## src/rtl/mips_pkg.sv

```systemverilog
// Shared definitions for the multicycle MIPS controller.
//   - state_t: controller FSM states
//   - opcode / funct codes the controller recognises
//   - ALU operation encodings (3-bit)
//   - select codes for regdst, memtoreg, alusrcb and pcsrc
package mips_pkg;

  typedef enum logic [3:0] {
    S_FETCH  = 4'd0,
    S_DECODE = 4'd1,
    S_MEMADR = 4'd2,
    S_MEMRD  = 4'd3,
    S_MEMWB  = 4'd4,
    S_MEMWR  = 4'd5,
    S_RTYPE  = 4'd6,
    S_ALUWB  = 4'd7,
    S_BEQ    = 4'd8,
    S_ADDIEX = 4'd9,
    S_ADDIWB = 4'd10,
    S_JUMP   = 4'd11,
    S_JAL    = 4'd12,
    S_TRAP   = 4'd13
  } state_t;

  // Opcodes (instr[31:26])
  localparam logic [5:0] OP_RTYPE = 6'b000000;
  localparam logic [5:0] OP_LW    = 6'b100011;
  localparam logic [5:0] OP_SW    = 6'b101011;
  localparam logic [5:0] OP_BEQ   = 6'b000100;
  localparam logic [5:0] OP_ADDI  = 6'b001000;
  localparam logic [5:0] OP_J     = 6'b000010;
  localparam logic [5:0] OP_JAL   = 6'b000011;

  // R-type function codes (instr[5:0])
  localparam logic [5:0] FN_ADD = 6'b100000;
  localparam logic [5:0] FN_SUB = 6'b100010;
  localparam logic [5:0] FN_AND = 6'b100100;
  localparam logic [5:0] FN_OR  = 6'b100101;
  localparam logic [5:0] FN_SLT = 6'b101010;

  // ALU operations
  localparam logic [2:0] ALU_ADD = 3'b010;
  localparam logic [2:0] ALU_SUB = 3'b110;
  localparam logic [2:0] ALU_AND = 3'b000;
  localparam logic [2:0] ALU_OR  = 3'b001;
  localparam logic [2:0] ALU_SLT = 3'b111;

  // Register-file destination select
  localparam logic [1:0] REGDST_RT = 2'b00;
  localparam logic [1:0] REGDST_RD = 2'b01;
  localparam logic [1:0] REGDST_RA = 2'b10;

  // Register-file write-data select
  localparam logic [1:0] MTR_ALUOUT = 2'b00;
  localparam logic [1:0] MTR_MDR    = 2'b01;
  localparam logic [1:0] MTR_PC     = 2'b10;

  // ALU operand B select
  localparam logic [1:0] SRCB_RT    = 2'b00;
  localparam logic [1:0] SRCB_FOUR  = 2'b01;
  localparam logic [1:0] SRCB_IMM   = 2'b10;
  localparam logic [1:0] SRCB_IMMSH = 2'b11;

  // Next-PC select
  localparam logic [1:0] PCSRC_ALU    = 2'b00;
  localparam logic [1:0] PCSRC_ALUOUT = 2'b01;
  localparam logic [1:0] PCSRC_JUMP   = 2'b10;

  // States that own the memory port and are subject to the watchdog
  function automatic logic is_mem_wait_state(input state_t s);
    return (s == S_FETCH) || (s == S_MEMRD) || (s == S_MEMWR);
  endfunction

endpackage

```

## src/rtl/mips_aludec.sv

```systemverilog
// R-type ALU decoder.
//   funct      in  6  instr[5:0]
//   alucontrol out 3  ALU operation for the R-type execute cycle
//   legal      out 1  funct is one of add/sub/and/or/slt
module mips_aludec
  import mips_pkg::*;
(
  input  logic [5:0] funct,
  output logic [2:0] alucontrol,
  output logic       legal
);

  always_comb begin
    alucontrol = ALU_ADD;
    legal      = 1'b1;
    case (funct)
      FN_ADD:  alucontrol = ALU_ADD;
      FN_SUB:  alucontrol = ALU_SUB;
      FN_AND:  alucontrol = ALU_AND;
      FN_OR:   alucontrol = ALU_OR;
      FN_SLT:  alucontrol = ALU_SLT;
      default: legal      = 1'b0;
    endcase
  end

endmodule

```

## src/rtl/mips_multi_ctrl.sv

```systemverilog
// Multicycle MIPS control unit (Moore FSM) over a shared datapath and a single
// instruction+data memory port with a req/rdy handshake.
//   clk, reset (async, active-low)
//   op, funct, zero, mem_rdy                         : inputs from IR, ALU, memory
//   mem_req, memwrite, iord                          : memory port control
//   irwrite, pcen, regwrite, regdst, memtoreg        : state-element enables/selects
//   alusrca, alusrcb, pcsrc, alucontrol              : datapath steering
//   trap, trap_cause                                 : sticky trap flag and cause
//                                                      (0 illegal instr, 1 mem timeout)
module mips_multi_ctrl
  import mips_pkg::*;
#(
  parameter int ALUCW   = 3,
  parameter int TMO_W   = 8,
  parameter int TMO_MAX = 200
) (
  input  logic             clk,
  input  logic             reset,
  input  logic [5:0]       op,
  input  logic [5:0]       funct,
  input  logic             zero,
  input  logic             mem_rdy,
  output logic             mem_req,
  output logic             memwrite,
  output logic             iord,
  output logic             irwrite,
  output logic             pcen,
  output logic             regwrite,
  output logic [1:0]       regdst,
  output logic [1:0]       memtoreg,
  output logic             alusrca,
  output logic [1:0]       alusrcb,
  output logic [1:0]       pcsrc,
  output logic [ALUCW-1:0] alucontrol,
  output logic             trap,
  output logic             trap_cause
);

  state_t           state, state_next;
  logic [TMO_W-1:0] wdog;
  logic             wdog_expired;
  logic             trap_q, cause_q;
  logic             cause_next;
  logic [2:0]       alu_rtype;
  logic             funct_legal;
  logic [2:0]       alu_sel;

  mips_aludec u_aludec (
    .funct      (funct),
    .alucontrol (alu_rtype),
    .legal      (funct_legal)
  );

  // A completing access in the limit cycle takes priority over the timeout.
  assign wdog_expired = (wdog == TMO_W'(TMO_MAX)) && !mem_rdy;

  always_ff @(posedge clk or negedge reset) begin
    if (!reset) begin
      state   <= S_FETCH;
      wdog    <= '0;
      trap_q  <= 1'b0;
      cause_q <= 1'b0;
    end else begin
      state <= state_next;
      // Count only while stalled in the same memory state; any completion or
      // exit restarts the count for the next access.
      if (is_mem_wait_state(state) && !mem_rdy && (state_next == state))
        wdog <= wdog + TMO_W'(1);
      else
        wdog <= '0;
      if ((state_next == S_TRAP) && (state != S_TRAP)) begin
        trap_q  <= 1'b1;
        cause_q <= cause_next;
      end
    end
  end

  always_comb begin
    state_next = state;
    cause_next = 1'b0;
    mem_req    = 1'b0;
    memwrite   = 1'b0;
    iord       = 1'b0;
    irwrite    = 1'b0;
    pcen       = 1'b0;
    regwrite   = 1'b0;
    regdst     = REGDST_RT;
    memtoreg   = MTR_ALUOUT;
    alusrca    = 1'b0;
    alusrcb    = SRCB_RT;
    pcsrc      = PCSRC_ALU;
    alu_sel    = ALU_ADD;

    case (state)
      S_FETCH: begin
        mem_req = 1'b1;
        alusrcb = SRCB_FOUR;
        if (mem_rdy) begin
          // IR load and PC+4 update share the completing cycle.
          irwrite    = 1'b1;
          pcen       = 1'b1;
          state_next = S_DECODE;
        end else if (wdog_expired) begin
          cause_next = 1'b1;
          state_next = S_TRAP;
        end
      end
      S_DECODE: begin
        // Speculatively form the branch target into ALUOut.
        alusrcb = SRCB_IMMSH;
        case (op)
          OP_RTYPE:     state_next = funct_legal ? S_RTYPE : S_TRAP;
          OP_LW, OP_SW: state_next = S_MEMADR;
          OP_BEQ:       state_next = S_BEQ;
          OP_ADDI:      state_next = S_ADDIEX;
          OP_J:         state_next = S_JUMP;
          OP_JAL:       state_next = S_JAL;
          default:      state_next = S_TRAP;
        endcase
      end
      S_MEMADR: begin
        alusrca    = 1'b1;
        alusrcb    = SRCB_IMM;
        state_next = (op == OP_SW) ? S_MEMWR : S_MEMRD;
      end
      S_MEMRD: begin
        mem_req = 1'b1;
        iord    = 1'b1;
        if (mem_rdy) begin
          state_next = S_MEMWB;
        end else if (wdog_expired) begin
          cause_next = 1'b1;
          state_next = S_TRAP;
        end
      end
      S_MEMWB: begin
        regwrite   = 1'b1;
        regdst     = REGDST_RT;
        memtoreg   = MTR_MDR;
        state_next = S_FETCH;
      end
      S_MEMWR: begin
        mem_req  = 1'b1;
        memwrite = 1'b1;
        iord     = 1'b1;
        if (mem_rdy) begin
          state_next = S_FETCH;
        end else if (wdog_expired) begin
          cause_next = 1'b1;
          state_next = S_TRAP;
        end
      end
      S_RTYPE: begin
        alusrca    = 1'b1;
        alusrcb    = SRCB_RT;
        alu_sel    = alu_rtype;
        state_next = S_ALUWB;
      end
      S_ALUWB: begin
        regwrite   = 1'b1;
        regdst     = REGDST_RD;
        memtoreg   = MTR_ALUOUT;
        state_next = S_FETCH;
      end
      S_BEQ: begin
        alusrca    = 1'b1;
        alusrcb    = SRCB_RT;
        alu_sel    = ALU_SUB;
        pcsrc      = PCSRC_ALUOUT;
        pcen       = zero;
        state_next = S_FETCH;
      end
      S_ADDIEX: begin
        alusrca    = 1'b1;
        alusrcb    = SRCB_IMM;
        state_next = S_ADDIWB;
      end
      S_ADDIWB: begin
        regwrite   = 1'b1;
        regdst     = REGDST_RT;
        memtoreg   = MTR_ALUOUT;
        state_next = S_FETCH;
      end
      S_JUMP: begin
        pcsrc      = PCSRC_JUMP;
        pcen       = 1'b1;
        state_next = S_FETCH;
      end
      S_JAL: begin
        // PC already holds PC+4 from fetch, so it is the link value.
        regwrite   = 1'b1;
        regdst     = REGDST_RA;
        memtoreg   = MTR_PC;
        pcsrc      = PCSRC_JUMP;
        pcen       = 1'b1;
        state_next = S_FETCH;
      end
      S_TRAP: begin
        state_next = S_TRAP;
      end
      default: begin
        state_next = S_FETCH;
      end
    endcase

    // While reset is held every enable is forced off so an in-flight memory
    // request is withdrawn immediately, not at the next clock edge.
    if (!reset) begin
      mem_req  = 1'b0;
      memwrite = 1'b0;
      iord     = 1'b0;
      irwrite  = 1'b0;
      pcen     = 1'b0;
      regwrite = 1'b0;
      regdst   = REGDST_RT;
      memtoreg = MTR_ALUOUT;
      alusrca  = 1'b0;
      alusrcb  = SRCB_RT;
      pcsrc    = PCSRC_ALU;
      alu_sel  = ALU_ADD;
    end
  end

  assign alucontrol = ALUCW'(alu_sel);
  assign trap       = trap_q;
  assign trap_cause = cause_q;

endmodule

```

## config.mk

```make
export PLATFORM = sky130hd
export DESIGN_NAME = mips_multi_ctrl
export DESIGN_NICKNAME = d
export VERILOG_FILES = /design/src/rtl/mips_pkg.sv /design/src/rtl/mips_aludec.sv /design/src/rtl/mips_multi_ctrl.sv
export SDC_FILE = /design/constraint.sdc
export NUM_CORES = 1
export LEC_CHECK = 0
export BUFFER_PORTS_ARGS = -buffer_cell sky130_fd_sc_hd__buf_2
export CAP_MARGIN = 20
export CORE_MARGIN = 5
export CORE_UTILIZATION = 55
export DETAILED_ROUTE_END_ITERATION = 8
export PLACE_DENSITY = 0.92
export SLEW_MARGIN = 0
export SYNTH_ARGS = -nofsm -noshare
export SYNTH_HDL_FRONTEND = slang
export SYNTH_SLANG_ARGS = --single-unit
```

## constraint.sdc

```tcl
create_clock -name clk -period 6.3 [get_ports clk]
set_input_delay 0.63 -clock clk [delete_from_list [all_inputs] [get_ports clk]]
set_output_delay 0.63 -clock clk [all_outputs]
set_load 0.005 [all_outputs]
```

# Yosys cells after proc, flatten, opt, wreduce, memory -nomap -nowiden
# Index checks and enable logic that the tools add are counted.
# word_totals
register_bits	14
elab_cells	89
# op_classes
n_addsub	1
n_eq_ne	28
mux	39
reduce_logical	17
# op_table
op	n
$eq A6 B6 Y1 const B	7
$pmux W4 S8	1
$eq A4 B4 Y1 const B	7
$pmux W4 S6	1
$mux W4	5
$mux W1	18
$eq A4 B3 Y1 const B	4
$eq A6 B2 Y1 const B	2
$pmux W2 S2	3
$pmux W3 S4	1
$add A8 B1 Y8 const B	1
$eq A4 B2 Y1 const B	2
$eq A8 B8 Y1 const B	1
$mux W2	4
$mux W8	1
$reduce_or A2 Y1	4
$reduce_or A4 Y1	2
$eq A6 B3 Y1 const B	1
$eq A6 B4 Y1 const B	1
$logic_not A6 Y1	1
$mux W3	2
$pmux W2 S3	1
$pmux W3 S2	1
$reduce_or A5 Y1	1
other kinds (9)	13

# Longest topological paths before layout
# Gate-level depths: netlist (run 1).
# logic_depth
word_depth	9
ltp_mapped	8
ltp_nobuf	8

# By module
# From an unflattened synthesis (run 1), not the netlist that was laid out.
# unflattened
cells_unflattened	164
area_unflattened_um2	1300.0
# by_module_without_submodules
mod	instances	cells_each	area_per_inst_um2	seq_area_each_um2
mips_multi_ctrl	1	155	1213.7	350.3
mips_aludec	1	9	86.3	0.0

# Worst setup path before layout (run 1)
# Ideal clock, no wire load.
# synth_path
kind	reg2out
from	reg state[2]
to	out pcen
arrival_ns	1.430
path_slack_ns	4.240
path_stages_with_launch	6
n_path_buf	2
cell_sequence	dfrtp_1 > buf_6 > clkbuf_1 > o21ai_0 > and3_1 > a211o_1
# synth_between
elab_chain_cells	4
# synth_rtl
element	line_no	source
from (decl)	mips_multi_ctrl.sv:39	state_t state, state_next;
from (signal assigned)	mips_multi_ctrl.sv:64	state <= state_next;
$eq A4 B4 Y1	mips_multi_ctrl.sv:94	case (state)
$reduce_or A2 Y1 (no line)	--	
$pmux W1 S3 (*)	mips_multi_ctrl.sv:94	
$mux W1 (*)	mips_multi_ctrl.sv:208	if (!reset) begin
to (decl)	mips_multi_ctrl.sv:27	output logic pcen,
# Mark *: on every way between the ends. The rest lies on a longest branch, timed or not.

# Worst setup path after layout (run 1)
# layout_path
from	reg state[2]
to	out mem_req
# layout_between
elab_chain_cells	4
# layout_rtl
element	line_no	source
$eq A4 B2 Y1, or another cell as far along	mips_multi_ctrl.sv:94	
$reduce_or A3 Y1 (no line) (*)	--	
$mux W1 (*)	mips_multi_ctrl.sv:94	
$mux W1 (*)	mips_multi_ctrl.sv:208	
to (decl)	mips_multi_ctrl.sv:23	output logic mem_req,
# Marks and branches as above.

==> run summary, run 1 <==
The maximum operating frequency came out at 0.3893 GHz. The net count after synthesis came out at 183. The nature of the critical path endpoint is an output pin. The number of flops mapped to enable cells by yosys is 0. The number of storage elements in the synthesis netlist is 14. The max-slew violation count came out at 0.

The die height is 58.62 um. Of the cells placed in the final design, the portion with a size suffix greater than 1 is 0.2500. At the end of routability-driven placement, the weighted congestion stood at 0.8438. The static power due to leakage came out at 0.6844 nW.

The proportion of synthesized chip area in sequential cells is 0.2695. The overall fraction of global-route tracks in use is 0.2046. The initial antenna violation count came out at 0. The maximum fanout along the worst path came out at 24. Summed over all layers, the routed wires come to 3330 um. The flow ran to the end, and the final reports show no timing, DRC or antenna violations. The largest buffer count on any clock path came out at 2. The width of the die came out at 58.62 um. Setup total negative slack on the finished layout was measured at 0 ns. The clock root buffer master is clkbuf_4. The number of placed instances with taps included came out at 220.

In this run the tightest slew margin relative to its limit is 0.5281. The DRC violation total after the first TritonRoute iteration came out at 90. After synthesis the cells add up to 0.001300 sq mm. The post-CTS clock slew at the launch and capture registers of the worst setup and hold paths is 0.09 ns.

Setup repair after global routing left no endpoint under its margin. The number of cells upsized or downsized after cts came out at 0. The via count of the first global-routing pass is 1281. For this design the ratio of total power to cell area is 304.0 mW/mm^2. The final net count is 215. The first global-routing pass estimated 5637 um of wire.

The share of the core filled with cells is 0.6695. The via count is 1362. The period utilization is 0.4078. Final hold analysis gives a worst-case slack of 0.2637 ns. In this run the standard cell core region covers 0.002233 sq mm. CTS built an H-tree with a depth of 1.

The min-delay analysis places its worst path in the category input pin to async pin. Detailed placement ended at an HPWL of 2620 um. The total of warnings raised by yosys came out at 0. In this run the post-CTS setup repair buffer count came out at 0.

The fraction of synthesized cell area taken by the top area cell type is 0.2695. The reg2reg setup slack is 4.06 ns. The number of standard cells in the final layout excluding fillers is 224. Setup violations remaining at the end of the flow were counted as 0.

The number of fill cells in the layout is 191. The number of antenna-violating nets in the routed design is 0. The effective utilization at floorplan is 0.5821. The post-synthesis async set-or-reset flop share came out at 1.000. The worst vdd rail ir drop came out at 0.0001507 V. The critical path launch point type is a flop. The category of the critical setup timing path is flop to output pin. The synthesis-to-finish area growth is 15.01%. The synthesized instance count is 165. The hold violation total from the final report came out at 0. In this run, CTS created clock tree buffers numbering 3. The number of remaining DRC errors came out at 0.

Of all cell types, the one taking the most synthesized area is dfrtp_1. The data arrival time of the critical path is 1.94 ns. After global routing the overflow that remains totals 0.

The leading register cell type out of synthesis is dfrtp_1. The required arrival time at the worst endpoint is 5.67 ns. The synthesized area per cell is 7.879 sq um. The TritonCTS sink count came out at 14. The average vias per placed instance came out at 6.080.

At the pin with the least slew margin, the transition time is 0.7079 ns. The minimum period implied by the final worst setup slack is 2.569 ns. For this design the top-level I/O count stands at 36. The TritonCTS clock tree is yes.

The count of port buffers added during placement is 35. The repair_antennas step left the layout with diodes totalling 0. The cts-stage hold buffer count is 0. Clock latency on the worst-skew pair, taken at its later pin, is 0.28 ns. Across the routed clock network, the largest skew measured is 0.004407 ns.

The number of unique standard cell types used by synthesis is 49. The area of the die came out at 0.003436 sq mm. Entering global routing, the biggest net connects 25 pins. By area the synthesized netlist is led by dfrtp_1 (27%), nor2_1 (8.1%), nand2_1 (4.0%), o21ai_0 (3.8%), xor2_1 (3.4%). The max-cap violation count came out at 0. The number of cell rows is 17. The mean routed wirelength per cell is 14.87 um. The number of optimization iterations in the first detailed-route pass came out at 4.
[cell usage after synthesis, drive strengths merged, types with 3 or more instances]
cell type and instances:
nor4 3, nand2 14, nor2 28, and3 6, nand4 4, nand2b 4
xnor2 3, xor2 5, o21ai 10, nor3b 5, nor2b 4, buf 6
dfrtp 14, nor3 5, inv 8, nand3 6
[path summary, 6_finish.rpt]
check,cells past startpoint,start,to
worst max-delay path,5,state[2]$_DFF_PN0_,mem_req
worst min-delay path,1,reset,wdog[1]$_DFF_PN0_
worst max register to register,8,wdog[0]$_DFF_PN0_,trap_cause$_DFFE_PN0P_
worst min register to register,1,trap$_DFFE_PN0P_,trap$_DFFE_PN0P_
max in group asynchronous,1,reset,state[2]$_DFF_PN0_
min in group clk,1,trap$_DFFE_PN0P_,trap$_DFFE_PN0P_
[metrics by stage]
stage / power [W] / setup WS (ns) / cell area, sq um
finish: 0.0004546 / 3.731 / 1495
global route: 0.0004904 / 3.560 / 1495
CTS: 0.0004531 / 3.740 / 1495
detailed placement: 0.0003889 / 3.773 / 1459
global placement: 0.0003733 / 3.862 / 1459
floorplan: 0.0003299 / 4.240 / 1300
[per-layer routing]
metal	GRT usage	share of wire	vias to the layer above
li1	-	-	656
met1	0.2473	0.39	644
met4	0.06796	0.025	0
met2	0.3796	0.53	52
met3	0.01535	0.052	10
met5	0	0	-
[critical path, cell delays in order (launching register included)]
cell and delay [ns]:
dfrtp_1 0.80, xor2_1 0.18, o22a_1 0.23, nor2_1 0.19, and2_1 0.16, buf_2 0.11
[logic make-up after synthesis]
group | after synthesis | synth area share
AND/OR/NAND/NOR | 91 | 0.3831
XOR/XNOR | 8 | 0.05390
AO/OA/AOI/OAI | 33 | 0.2041
adder cells (fa/ha/maj) | 2 | 0.01925
buffers and inverters | 16 | 0.06255
multiplexers | 1 | 0.007700
flip-flops | 14 | 0.2695
[cells in the final DEF (no fill, tap or decap), drive strengths merged, types with 3 or more instances in the layout]
master	instances
buf	35
xor2	5
nor3b	5
and3	6
nor4	3
xnor2	3
nand2	14
nor2b	4
nand2b	4
nor3	5
nor2	28
clkbuf	4
dfrtp	14
nand3	6
o21ai	10
inv	8
nand4	4
[flip-flops by register name, summed over array words and instances (netlist names)]
register    cells
state           4
trap            1
trap_cause      1
wdog            8
[report_power, final]
part | total, W | switching [W] | internal [W]
logic | 0.000230 | 0.000126 | 0.000104
registers | 0.000160 | 0.0000523 | 0.000108
clock network | 0.0000645 | 0.0000293 | 0.0000351
[cell type report]
| type | count | area (sq um) | share of cell area |
|---|---|---|---|
| multi-input combinational | 135 | 868.3 | 0.5808 |
| sequential | 14 | 350.3 | 0.2343 |
| timing repair buffer | 35 | 175.2 | 0.1172 |
| tap | 28 | 35.03 | 0.02343 |
| clock buffer | 4 | 36.28 | 0.02427 |
| inverter | 8 | 30.03 | 0.02008 |
(Power assumes the default switching activity.)
==> run 2, diff against run 1 <==
--- a/config.mk
+++ b/config.mk
@@ -5,12 +5,13 @@
 export SDC_FILE = /design/constraint.sdc
 export NUM_CORES = 1
 export LEC_CHECK = 0
+export ABC_AREA = 1
 export BUFFER_PORTS_ARGS = -buffer_cell sky130_fd_sc_hd__buf_2
 export CAP_MARGIN = 20
 export CORE_MARGIN = 5
-export CORE_UTILIZATION = 55
+export CORE_UTILIZATION = 47
 export DETAILED_ROUTE_END_ITERATION = 8
-export PLACE_DENSITY = 0.92
+export PLACE_DENSITY = 0.84
 export SLEW_MARGIN = 0
 export SYNTH_ARGS = -nofsm -noshare
 export SYNTH_HDL_FRONTEND = slang
==> constraint.sdc (replaced) <==
create_clock -name clk -period 2.1 [get_ports clk]
set_input_delay 0.21 -clock clk [delete_from_list [all_inputs] [get_ports clk]]
set_output_delay 0.21 -clock clk [all_outputs]
set_load 0.005 [all_outputs]
==> run summary, run 2 <==
The flow ran to the end, and the final reports show no timing, DRC or antenna violations. The maximum fanout along the worst path is 7. After clock tree synthesis, the clock-pin slew on the worst setup and hold paths is 0.08 ns.

The sum of negative setup slack came out at 0 ns. The cts-stage hold buffer count came out at 1. The number of cells upsized or downsized after cts came out at 0. TritonCTS built the clock tree.

STA classifies the critical path endpoint as an output pin. Setup repair after global routing left no endpoint under its margin. The ratio of total power to cell area is 915.2 mW/mm^2. 0 antenna diodes ended up in the layout. The ratio of cells with drive above 1 in the final layout came out at 0.2443. The routed design has 3032 um of wire. The mean routed wirelength per cell came out at 10.35 um.

The number of top-level design ports came out at 36. The congestion estimate from routability-driven global placement came to 0.8190. The die height is 63.65 um.

The synthesis-to-finish area growth came out at 18.50%. By area the synthesized netlist is led by dfrtp_1 (26%), nand2_1 (14%), inv_1 (11%), nor2_1 (10%), nand3_1 (6.3%). The first-pass GRT wire length came out at 5161 um.

Counting distinct cell types in the post-synthesis netlist gives 27. In the final layout, the registers with the most flip-flops are wdog (8), state (4). The largest net degree at the start of global routing came out at 17. The total global routing overflow is 0. Among the stages of the critical path, the cell type that occurs most often is nand2_1. The worst pin sits at a relative slew slack of 0.7151. The worst hold slack after final layout is 0.4093 ns. The insertion delay of the later-clocked pin in the worst-skew pair is 0.27 ns. For the worst setup path, the data arrival time is 1.64 ns. The overall fraction of global-route tracks in use came out at 0.1530. The least setup slack across all paths after layout came out at 0.2549 ns. The width of the die came out at 63.65 um. The count of endpoints failing setup in the final report came out at 0.

The transition time at the pin with the least slew margin came out at 0.4269 ns. STA classifies the critical path startpoint as a flop. Yosys instantiated no cell more often than nand2_1. The number of flops mapped to enable cells by yosys is 0. The sequential cells in the finished layout cover a total of 350.3 sq um. In this run the worst hold path is classified as input pin to async pin. The final HPWL from detailed placement is 2490 um. The effective utilization at floorplan is 0.4905. The count of port buffers added during placement came out at 35.

The number of storage elements in the synthesis netlist is 14. The cell area after synthesis came out at 0.001353 sq mm. The minimum period implied by the final worst setup slack came out at 1.845 ns.

The fraction of synthesized cell area taken by the top area cell type came out at 0.2590. The number of setup buffers added after CTS came out at 0. The required arrival time at the worst endpoint came out at 1.89 ns. The number of flip-flops in the largest register came out at 8. The largest register by flop count is wdog. The worst setup slack before clock tree synthesis came out at 0.3181 ns. In this run the number of H-tree levels came out at 1. Once placement finished, the instance area stood at 0.001570 sq mm. The initial antenna violation count was 0. The total of warnings raised by yosys came out at 0. The number of optimization iterations in the first detailed-route pass came out at 5. The buffering stage count on the worst path with inverters included is 3. The average vias per placed instance is 4.870. The largest buffer count on any clock path is 2. The net count after synthesis is 241. The hold violation total from the final report is 0. The die covers 0.004051 sq mm.

The final net count is 282. The static power due to leakage came out at 0.9217 nW. The cell area after layout is 0.001603 sq mm. The DRC violation total after the first TritonRoute iteration is 63. The number of buffers added by the clock tree synthesis step came out at 3.

The period utilization came out at 0.8786. For this run, the leading register cell type out of synthesis is dfrtp_1. The proportion of synthesized chip area in sequential cells is 0.2590. Traced cell by cell, the critical path runs through inv_2 -> nor2_1 -> nand2_1 -> inv_1 -> nand2_1 -> a31oi_1 -> buf_2. The max-slew violation count is 0.

The detailed router placed 1427 vias in this run. The cell type of the slowest stage on the worst timing path is dfrtp_1. In this run the standard cell core region covers 0.002758 sq mm. The via count of the first global-routing pass is 1279. The maximum operating frequency is 0.5420 GHz.

The number of antenna-violating nets in the routed design came out at 0. Across the run, the number of max-cap violations was 0. CTS placed an instance of clkbuf_4 at the clock tree root.

The multi-input logic area is 844.6 sq um. The TritonCTS sink count came out at 14. The number of remaining DRC errors is 0.

dfrtp_1 takes more of the synthesized area than any other cell. The clock arrives with 0.002489 ns of skew. The post-synthesis async set-or-reset flop share is 1.000. The critical path in this run is classified as flop to output pin. The synthesized area per cell is 6.065 sq um. The number of cell rows came out at 19. The worst vdd rail ir drop is 0.0006382 V. Sorting the synthesized cells by how often they occur yields nand2_1 (51), inv_1 (38), nor2_1 (36). Leaving out fill and tap cells, the most frequent cells in the layout are nand2_1 (51), inv_1 (38), nor2_1 (36). The number of fill cells in the layout came out at 271. On the critical path the largest part of the delay comes from flip-flops. The critical path's largest stage delay is 0.45 ns. The synthesized instance count is 223.

Leaving out fill and tap cells, the most frequent cell in the layout is nand2_1.
run 2: changes by cell type in the layout (fill, tap and decap cells not counted), sizes merged, moves of 7 or more:
cell,before,now
a21oi,1,8
inv,8,41
nand2,14,56
nor2,28,51
o21ai,10,3
nand3,6,18
run 2: logic make-up (layout without fill, tap and decap cells):
| kind of cell | count (synthesis) | in the layout | share of synthesized area |
|---|---|---|---|
| simple gates | 144 | 144 | 0.5060 |
| buf+inv | 42 | 81 | 0.1166 |
| compound gates | 15 | 15 | 0.06106 |
| flops | 14 | 14 | 0.2590 |
| fa+ha+maj | 2 | 2 | 0.01850 |
| xor+xnor | 6 | 6 | 0.03885 |
run 2: final timing paths:
path / slack, ns / end / depth (start not counted) / startpoint
min in group clk: 0.41 / state[1]$_DFF_PN0_ / 7 / op[4]
worst min-delay path: 0.41 / state[0]$_DFF_PN0_ / 3 / reset
worst max register to register: 0.30 / trap_cause$_DFFE_PN0P_ / 12 / state[2]$_DFF_PN0_
worst max-delay path: 0.25 / pcen / 7 / state[3]$_DFF_PN0_
worst min register to register: 0.47 / wdog[0]$_DFF_PN0_ / 1 / wdog[0]$_DFF_PN0_
max in group asynchronous: 1.51 / trap$_DFFE_PN0P_ / 3 / reset
run 2: cell type report:
cell class | count | share of cell area
Clock buffer | 3 | 0.01405
Timing Repair Buffer | 37 | 0.1202
Tap cell | 31 | 0.02420
Sequential cell | 14 | 0.2186
Inverter | 41 | 0.09602
Multi-Input combinational cell | 167 | 0.5269
run 2: routing by layer:
metal,vias to the layer above,GRT usage,wire length (um)
met5,-,0,0
met4,0,0.06234,57
met3,7,0.03197,179
met2,36,0.2627,1381
met1,607,0.1832,1413
li1,777,-,-
run 2: worst reg2reg max path, stage by stage, from the launching register on:
cell and delay [ns]:
dfrtp_1 0.42, inv_2 0.18, nand2_4 0.11, nor2_2 0.21, nor2_4 0.05, nand2_2 0.09
nand2_1 0.07, nor2_1 0.16, nor2_1 0.06, nand2_1 0.06, nand2_1 0.07, o21bai_1 0.15
nand2_1 0.07
run 2: power breakdown:
part	leakage (nW)	switching (W)	internal [W]	total (W)
combinational	0.721	0.000601	0.000320	0.000921
sequential	0.186	0.0000653	0.000334	0.000399
clock	0.0138	0.0000801	0.0000664	0.000147
run 2: per-stage QoR:
step / utilization / power, W / instances
after floorplan: - / 0.001071 / 223
after global placement: 0.5694 / 0.001307 / 289
after detailed placement: 0.5694 / 0.001318 / 289
after CTS: 0.5812 / 0.001473 / 293
after global routing: 0.5812 / 0.001616 / 293
final: 0.5812 / 0.001467 / 293
